<file path="src/rtl/sevenseg_scan.sv">
`default_nettype none
// ============================================================================
//  Module   : sevenseg_scan
//  Purpose  : Time-multiplexed scan controller for a 4-digit, common-anode
//             7-segment display. A prescaler divides the clock into digit
//             slots. Each slot begins with GUARD blank cycles so that the
//             previous digit's segments do not ghost onto the next one. New
//             values are double-buffered and take effect only at a frame
//             boundary, so a frame never shows a mix of old and new digits.
//  Ports    : clk       - system clock
//             rst_n     - synchronous active-low reset
//             value_i   - four hex nibbles, [3:0] is digit 0 (rightmost)
//             load_i    - one-cycle strobe capturing value_i / dp_i
//             dp_i      - decimal-point enables, active-high, per digit
//             blank_i   - forces every anode off while high
//             nibble_o  - nibble of the current digit (to hex decoder)
//             an_o      - digit anodes, active-low, one-hot-low when lit
//             dp_o      - decimal point, active-low
//             frame_o   - one-cycle pulse at the end of each 4-digit frame
//  Options  : define SEVSEG_LZB_EN to enable leading-zero blanking
//  Revision : 1.0 - initial release
// ============================================================================
module sevenseg_scan #(
  parameter int REFRESH_DIV = 100000,
  parameter int GUARD       = 16
) (
  input  logic        clk,
  input  logic        rst_n,
  input  logic [15:0] value_i,
  input  logic        load_i,
  input  logic [3:0]  dp_i,
  input  logic        blank_i,
  output logic [3:0]  nibble_o,
  output logic [3:0]  an_o,
  output logic        dp_o,
  output logic        frame_o
);

  localparam int             PW           = (REFRESH_DIV > 2) ? $clog2(REFRESH_DIV) : 1;
  localparam logic [PW-1:0]  c_PRESC_LAST = PW'(REFRESH_DIV - 1);
  localparam logic [PW-1:0]  c_GUARD      = PW'(GUARD);

  logic [PW-1:0] r_presc;
  logic [1:0]    r_digit;
  logic [15:0]   r_disp;
  logic [3:0]    r_dp;
  logic [15:0]   r_pend;
  logic [3:0]    r_pend_dp;
  logic          r_pend_valid;

  logic          w_slot_end;
  logic          w_frame_end;
  logic          w_active;
  logic          w_digit_en;
  logic          w_lit;
  logic [3:0]    w_nibble;
  logic          w_dp_bit;
  logic [3:0]    w_an;

  assign w_slot_end  = (r_presc == c_PRESC_LAST);
  assign w_frame_end = w_slot_end && (r_digit == 2'd3);
  assign w_active    = (r_presc >= c_GUARD);
  assign w_nibble    = r_disp[{r_digit, 2'b00} +: 4];
  assign w_dp_bit    = r_dp[r_digit];

`ifdef SEVSEG_LZB_EN
  // A digit above position 0 is suppressed when it and every more
  // significant nibble are zero, unless its decimal point is requested.
  logic w_upper_zero;
  assign w_upper_zero = ((r_disp >> {r_digit, 2'b00}) == 16'h0000);
  assign w_digit_en   = (r_digit == 2'd0) || !w_upper_zero || w_dp_bit;
`else
  assign w_digit_en   = 1'b1;
`endif

  // blank_i only gates the anodes; the scan keeps running underneath.
  assign w_lit = w_active && w_digit_en && !blank_i;
  assign w_an  = w_lit ? ~(4'b0001 << r_digit) : 4'b1111;

  // Prescaler and digit index.
  always_ff @(posedge clk) begin
    if (!rst_n) begin
      r_presc <= '0;
      r_digit <= 2'd0;
    end else if (w_slot_end) begin
      r_presc <= '0;
      r_digit <= r_digit + 2'd1;
    end else begin
      r_presc <= r_presc + PW'(1);
    end
  end

  // Double-buffered display data. A load landing exactly on the frame
  // boundary bypasses the pending buffer so it is not delayed a frame.
  always_ff @(posedge clk) begin
    if (!rst_n) begin
      r_disp       <= 16'h0000;
      r_dp         <= 4'h0;
      r_pend       <= 16'h0000;
      r_pend_dp    <= 4'h0;
      r_pend_valid <= 1'b0;
    end else begin
      if (load_i) begin
        r_pend    <= value_i;
        r_pend_dp <= dp_i;
      end
      if (w_frame_end) begin
        r_pend_valid <= 1'b0;
        if (load_i) begin
          r_disp <= value_i;
          r_dp   <= dp_i;
        end else if (r_pend_valid) begin
          r_disp <= r_pend;
          r_dp   <= r_pend_dp;
        end
      end else if (load_i) begin
        r_pend_valid <= 1'b1;
      end
    end
  end

  // Registered outputs: one clock behind the scan state.
  always_ff @(posedge clk) begin
    if (!rst_n) begin
      an_o     <= 4'b1111;
      dp_o     <= 1'b1;
      nibble_o <= 4'h0;
      frame_o  <= 1'b0;
    end else begin
      an_o     <= w_an;
      dp_o     <= w_lit ? ~w_dp_bit : 1'b1;
      nibble_o <= w_nibble;
      frame_o  <= w_frame_end;
    end
  end

endmodule
`default_nettype wire

</file>
<file path="config.mk">
export PLATFORM = sky130hd
export DESIGN_NAME = sevenseg_scan
export DESIGN_NICKNAME = d
export VERILOG_FILES = /design/src/rtl/sevenseg_scan.sv
export SDC_FILE = /design/constraint.sdc
export NUM_CORES = 1
export LEC_CHECK = 0
export CAP_MARGIN = 20
export CORE_UTILIZATION = 50
export DETAILED_ROUTE_END_ITERATION = 12
export PLACE_DENSITY = 0.7
export REMOVE_ABC_BUFFERS = 1
export SLEW_MARGIN = 20
export SYNTH_ARGS = -nofsm -noshare
export SYNTH_HDL_FRONTEND = slang
export SYNTH_SLANG_ARGS = --single-unit
</file>
<file path="constraint.sdc">
create_clock -name clk -period 6.2 [get_ports clk]
set_input_delay 1.24 -clock clk [delete_from_list [all_inputs] [get_ports clk]]
set_output_delay 1.24 -clock clk [all_outputs]
set_load 0.05 [all_outputs]
</file>
== Word level (Yosys, flattened, before mapping) ==
Index checks and enable logic that the tools add are counted.
Storage, ports and cells
  output and inout port bits: 10
  logic and storage cells: 36
  bits in registers: 70
Operators by class
  $add $sub $neg: 2
  equality and inequality tests: 2
  multiplexer cells: 6
  magnitude comparators: 2
  shifts and indexed selects: 2
  reductions and logical operators: 8
  bitwise operators: 3
Operator list (number)
  $mux W16: 2
  $add A17 B1 Y17 const B: 1
  $eq A17 B17 Y1 const B: 1
  $ge A17 B5 Y1 const B: 1
  $shiftx A16 B5 Y4: 1
  $mux W4: 2
  $not A4 Y4: 1
  $reduce_and A2 Y1: 2
  $reduce_or A2 Y1: 2
  $shl A1 B2 Y4 const A: 1
  $lt A2 B3 Y1 const B: 1
  $add A2 B1 Y2 const B: 1
  $bmux W1 S2: 1
  $eq A2 B2 Y1 const B: 1
  $logic_and A1 B1 Y1: 2
  $not A1 Y1: 2
  $reduce_bool A2 Y1: 1
  $logic_not A1 Y1: 1
  $mux W1: 1

== Logic depth before layout (Yosys ltp) ==
  word-level depth: 3
  gate-level depth with buffers: 6
  mapped depth without buffers: 5

== Worst setup path after synthesis ==
OpenSTA, ideal clock, no wires.
  kind: in2reg
  start: input load_i
  end: register r_disp[0]
  arrival time: 2.097 ns
  stages on the path: 5
  buffers on the path: 2
  setup slack: 3.982 ns
  cells stage by stage: buf_4 > o21ai_0 > nor3_2 > buf_6 > mux2_2
Between the ends
  word-level cells in the longest chain between the ends: 2
  elaborated cells between the ends (all ways): 3
  those cells by class: mux: 1; reduce/logical: 2
Ends and longest elaborated chain
  start: declaration: line 30  | input logic load_i,
  $reduce_bool A2 Y1 (no line)
  $reduce_and A2 Y1 (no line)
  end signal: assignment: line 110  | r_disp <= value_i;
  end signal: assignment: line 113  | r_disp <= r_pend;
  end: declaration: line 45  | logic [15:0] r_disp;
Several ways; a longest one is shown, not always the timed one.
A chain may end at the register's enable or synchronous reset.

== Final worst setup path ==
  start: input rst_n
  end: register an_o[3]
Between the ends
  word-level cells in the longest chain between the ends: 1
Ends and longest elaborated chain
  start: declaration: line 28  | input logic rst_n,
  $reduce_and A2 Y1 (no line)
  end signal: assignment: line 130  | an_o <= w_an;
  end: declaration: line 34  | output logic [3:0] an_o,
No other way between the ends.

==> impl_results.md <==
- Outcome: completed
- Post-synthesis compound-gate area fraction: 1.70%
- Die width: 77.8 µm
- Max FO, Critical Path: 30
- Slew Viols, Final: 0
- Syn_area_per_cell: 10.6 µm²
- Overall power: 0.000865 W
- Combinational family with the most area after synthesis: simple AND/OR/NAND/NOR gates
- Core footprint: 5510 µm²
- Hold Path Depth: 1
- Hold Buf Count CTS: 0
- WL/cell: 12.8 µm
- Cts bufs inserted: 9
- Req. time, crit path: 6410 ps
- Logic pwr share: 4.9%
- Final nets: 335
- Initial cell density of the core: 52.2%
- Crit end category: flip-flop
- Synthesized flop and latch total: 70
- Pwr dens: 253 nW/µm²
- NetSw: 0.000188 W
- Post-Route Utilization: 62.0%
- Max-cap viol count: 0
- Fin Setup TNS: 0 ps
- Share of cells above drive strength 1: 20.6%
- CTS Sinks: 70
- Design Area, Final: 3420 µm²
- Cell Area, Placed: 3220 µm²
- Detailed Route WL: 4900 µm
- Area fraction in and, or, nand and nor cells after synthesis: 19.3%
- Cells after synthesis: 272
- Post-Synth Adder-Cell Area: 2.61%
- Hold Vio Cnt, Final: 0
- Worst EP arrival: 3610 ps
- Register area share after synthesis: 48.8%
- Multiplexer share of the synthesized area: 19.1%
- Die span in y: 77.8 µm
- Initial antenna violation count: 0
- Number of port buffers: 33
- Hold crit path type: flip-flop to flip-flop
- # rows: 27
- Via count: 1,922
- IO Pins: 34
- Gr ovfl total: 0
- # setup viols final: 0
- GRT Util Overall: 18.5%
- H-tree Lvls: 3
- Starting DRT DRC Count: 70
- FILL cells: 465
- Final HPWL DP: 3330 µm
- Commonest non-fill, non-tap cell in the layout: dfxtp_1
- Inserted Diodes: 0
- Startpoint types: input pin
- Setup Fix Bufs, Post-CTS: 0
- Switching fraction of total power: 21.7%
- Post-route ant nets: 0
- Clk slew on worst S/H paths: 70 ps
- Worst reg2reg path depth: 5
- Final setup skew: 5.68 ps
- Area grow syn2layout: 18.9%
- Clock latency at the later pin of the worst-skew pair: 340 ps
- Final min period: 3400 ps
- DR vias/cell: 5.03
- Mapped Area: 2870 µm²
- Die area: 6050 µm²
- Multi-input gate area: 1350 µm²
- Part of the power in registers: 53.6%
- Unrepaired setup endpoints after global routing: false
- Clk root buf: clkbuf_8
- CTS Buffer Depth: 2
- P_int: 0.000677 W
- Clock Power Share: 41.6%
- TritonCTS clock tree: built
- DRC Markers: 0
- Most frequent cells in the layout: dfxtp_1 (70), nor2_1 (41), clkdlybuf4s50_1 (33)
- Sequential cell area: 1400 µm²
- Drt pass-1 iters: 4
- First-pass GRT wire length: 8490 µm
- Fin crit share: 54.9%
- Leak: 1.35 nW
- Gpl congestion: 0.794
- YS warnings: 0
- Synth Area in XOR/XNOR: 4.27%
- Pin count of the biggest net entering global routing: 31
- Max Fclk: 294 MHz
- Post-CTS Resized: 0
- Slew HR: 32.0%
- Number of library cell types mapped by synthesis: 32
- Slew @ Worst Pin: 1010 ps
- Max VDD drop: 0.179 mV
- WS Path Type: input pin to flip-flop
- Via count of the first global-routing pass: 1,913
path summary, 6_finish.rpt:
| path | start | to | slack, ps |
|---|---|---|---|
| min | r_presc[0] | r_presc[0] | 480 |
| min reg2reg | r_presc[0] | r_presc[0] | 480 |
| max reg2reg | r_presc[0] | r_presc[7] | 3910 |
| max | rst_n | an_o[3] | 2800 |
worst max-delay path, cell delays in order:
cell,delay (ps)
clkdlybuf4s50_1,1000
inv_1,600
a311oi_1,640
nand2_1,120
sequential cells by signal, indices dropped and copies added, names as in the netlist, 2 cells and up:
register / flops
an_o: 4
nibble_o: 4
r_digit: 2
r_disp: 16
r_dp: 4
r_pend: 16
r_pend_dp: 4
r_presc: 17
cell usage after synthesis (all sizes together):
cell type | count | area (µm²)
or4 | 1 | 7.51
buf | 6 | 45.0
nor2 | 41 | 154
nor3b | 1 | 7.51
mux2i | 21 | 210
ha | 6 | 75.1
nor4 | 5 | 31.3
nor3 | 5 | 30.0
nand4 | 6 | 37.5
mux4 | 5 | 113
nand2 | 11 | 41.3
a21oi | 3 | 15.0
and3 | 2 | 12.5
and2 | 24 | 173
clkbuf | 7 | 46.3
xnor2 | 13 | 114
inv | 8 | 30.0
nand3 | 6 | 30.0
or3 | 4 | 31.3
a311oi | 1 | 8.76
dfxtp | 70 | 1400
mux2 | 20 | 225
o21ai | 5 | 25.0
xor2 | 1 | 8.76
kinds of logic (layout without fill, tap and decap cells):
kind of cell | after synthesis | count (layout)
buffers and inverters | 21 | 59
adders and majority gates | 6 | 6
DFF | 70 | 70
and+or+nand+nor | 106 | 106
AOI/OAI and AO/OA | 9 | 9
muxes | 46 | 46
xor gates and xnor gates | 14 | 14
stage by stage:
stage                     instances  setup WS, ps  hold slack, ps
after CTS                       382          2750             492
final                           382          2800             484
after floorplan                 259          3540             442
after global routing            382          2510             530
after global placement          366          2460             461
after detailed placement        366          2370             476
layout make-up:
class	instances	share of cell area [%]
sequential	70	41.0
multi-input combinational	181	39.5
timing repair buffer	35	10.1
clock buffer	10	4.03
tap	72	2.64
clock inverter	6	1.79
inverter	8	0.879
power by group through the flow:
stage | Clock (W) | Combinational [W] | Sequential [W]
6_report | 0.000359 | 0.0000422 | 0.000463
5_1_grt | 0.000391 | 0.0000471 | 0.000464
4_1_cts | 0.000368 | 0.0000430 | 0.000463
3_5_place_dp | 0 | 0.0000429 | 0.000473
3_3_place_gp | 0 | 0.0000421 | 0.000473
2_1_floorplan | 0 | 0.0000181 | 0.000472
layer usage:
metal | part of all wire (%) | track usage [%] | vias to the layer above
met1 | 46 | 22.3 | 890
met4 | 1.2 | 9.06 | 0
met3 | 4.2 | 5.29 | 6
met5 | 0 | 0 | -
met2 | 49 | 30.1 | 39
li1 | - | - | 987
(Power assumes the default switching activity.)
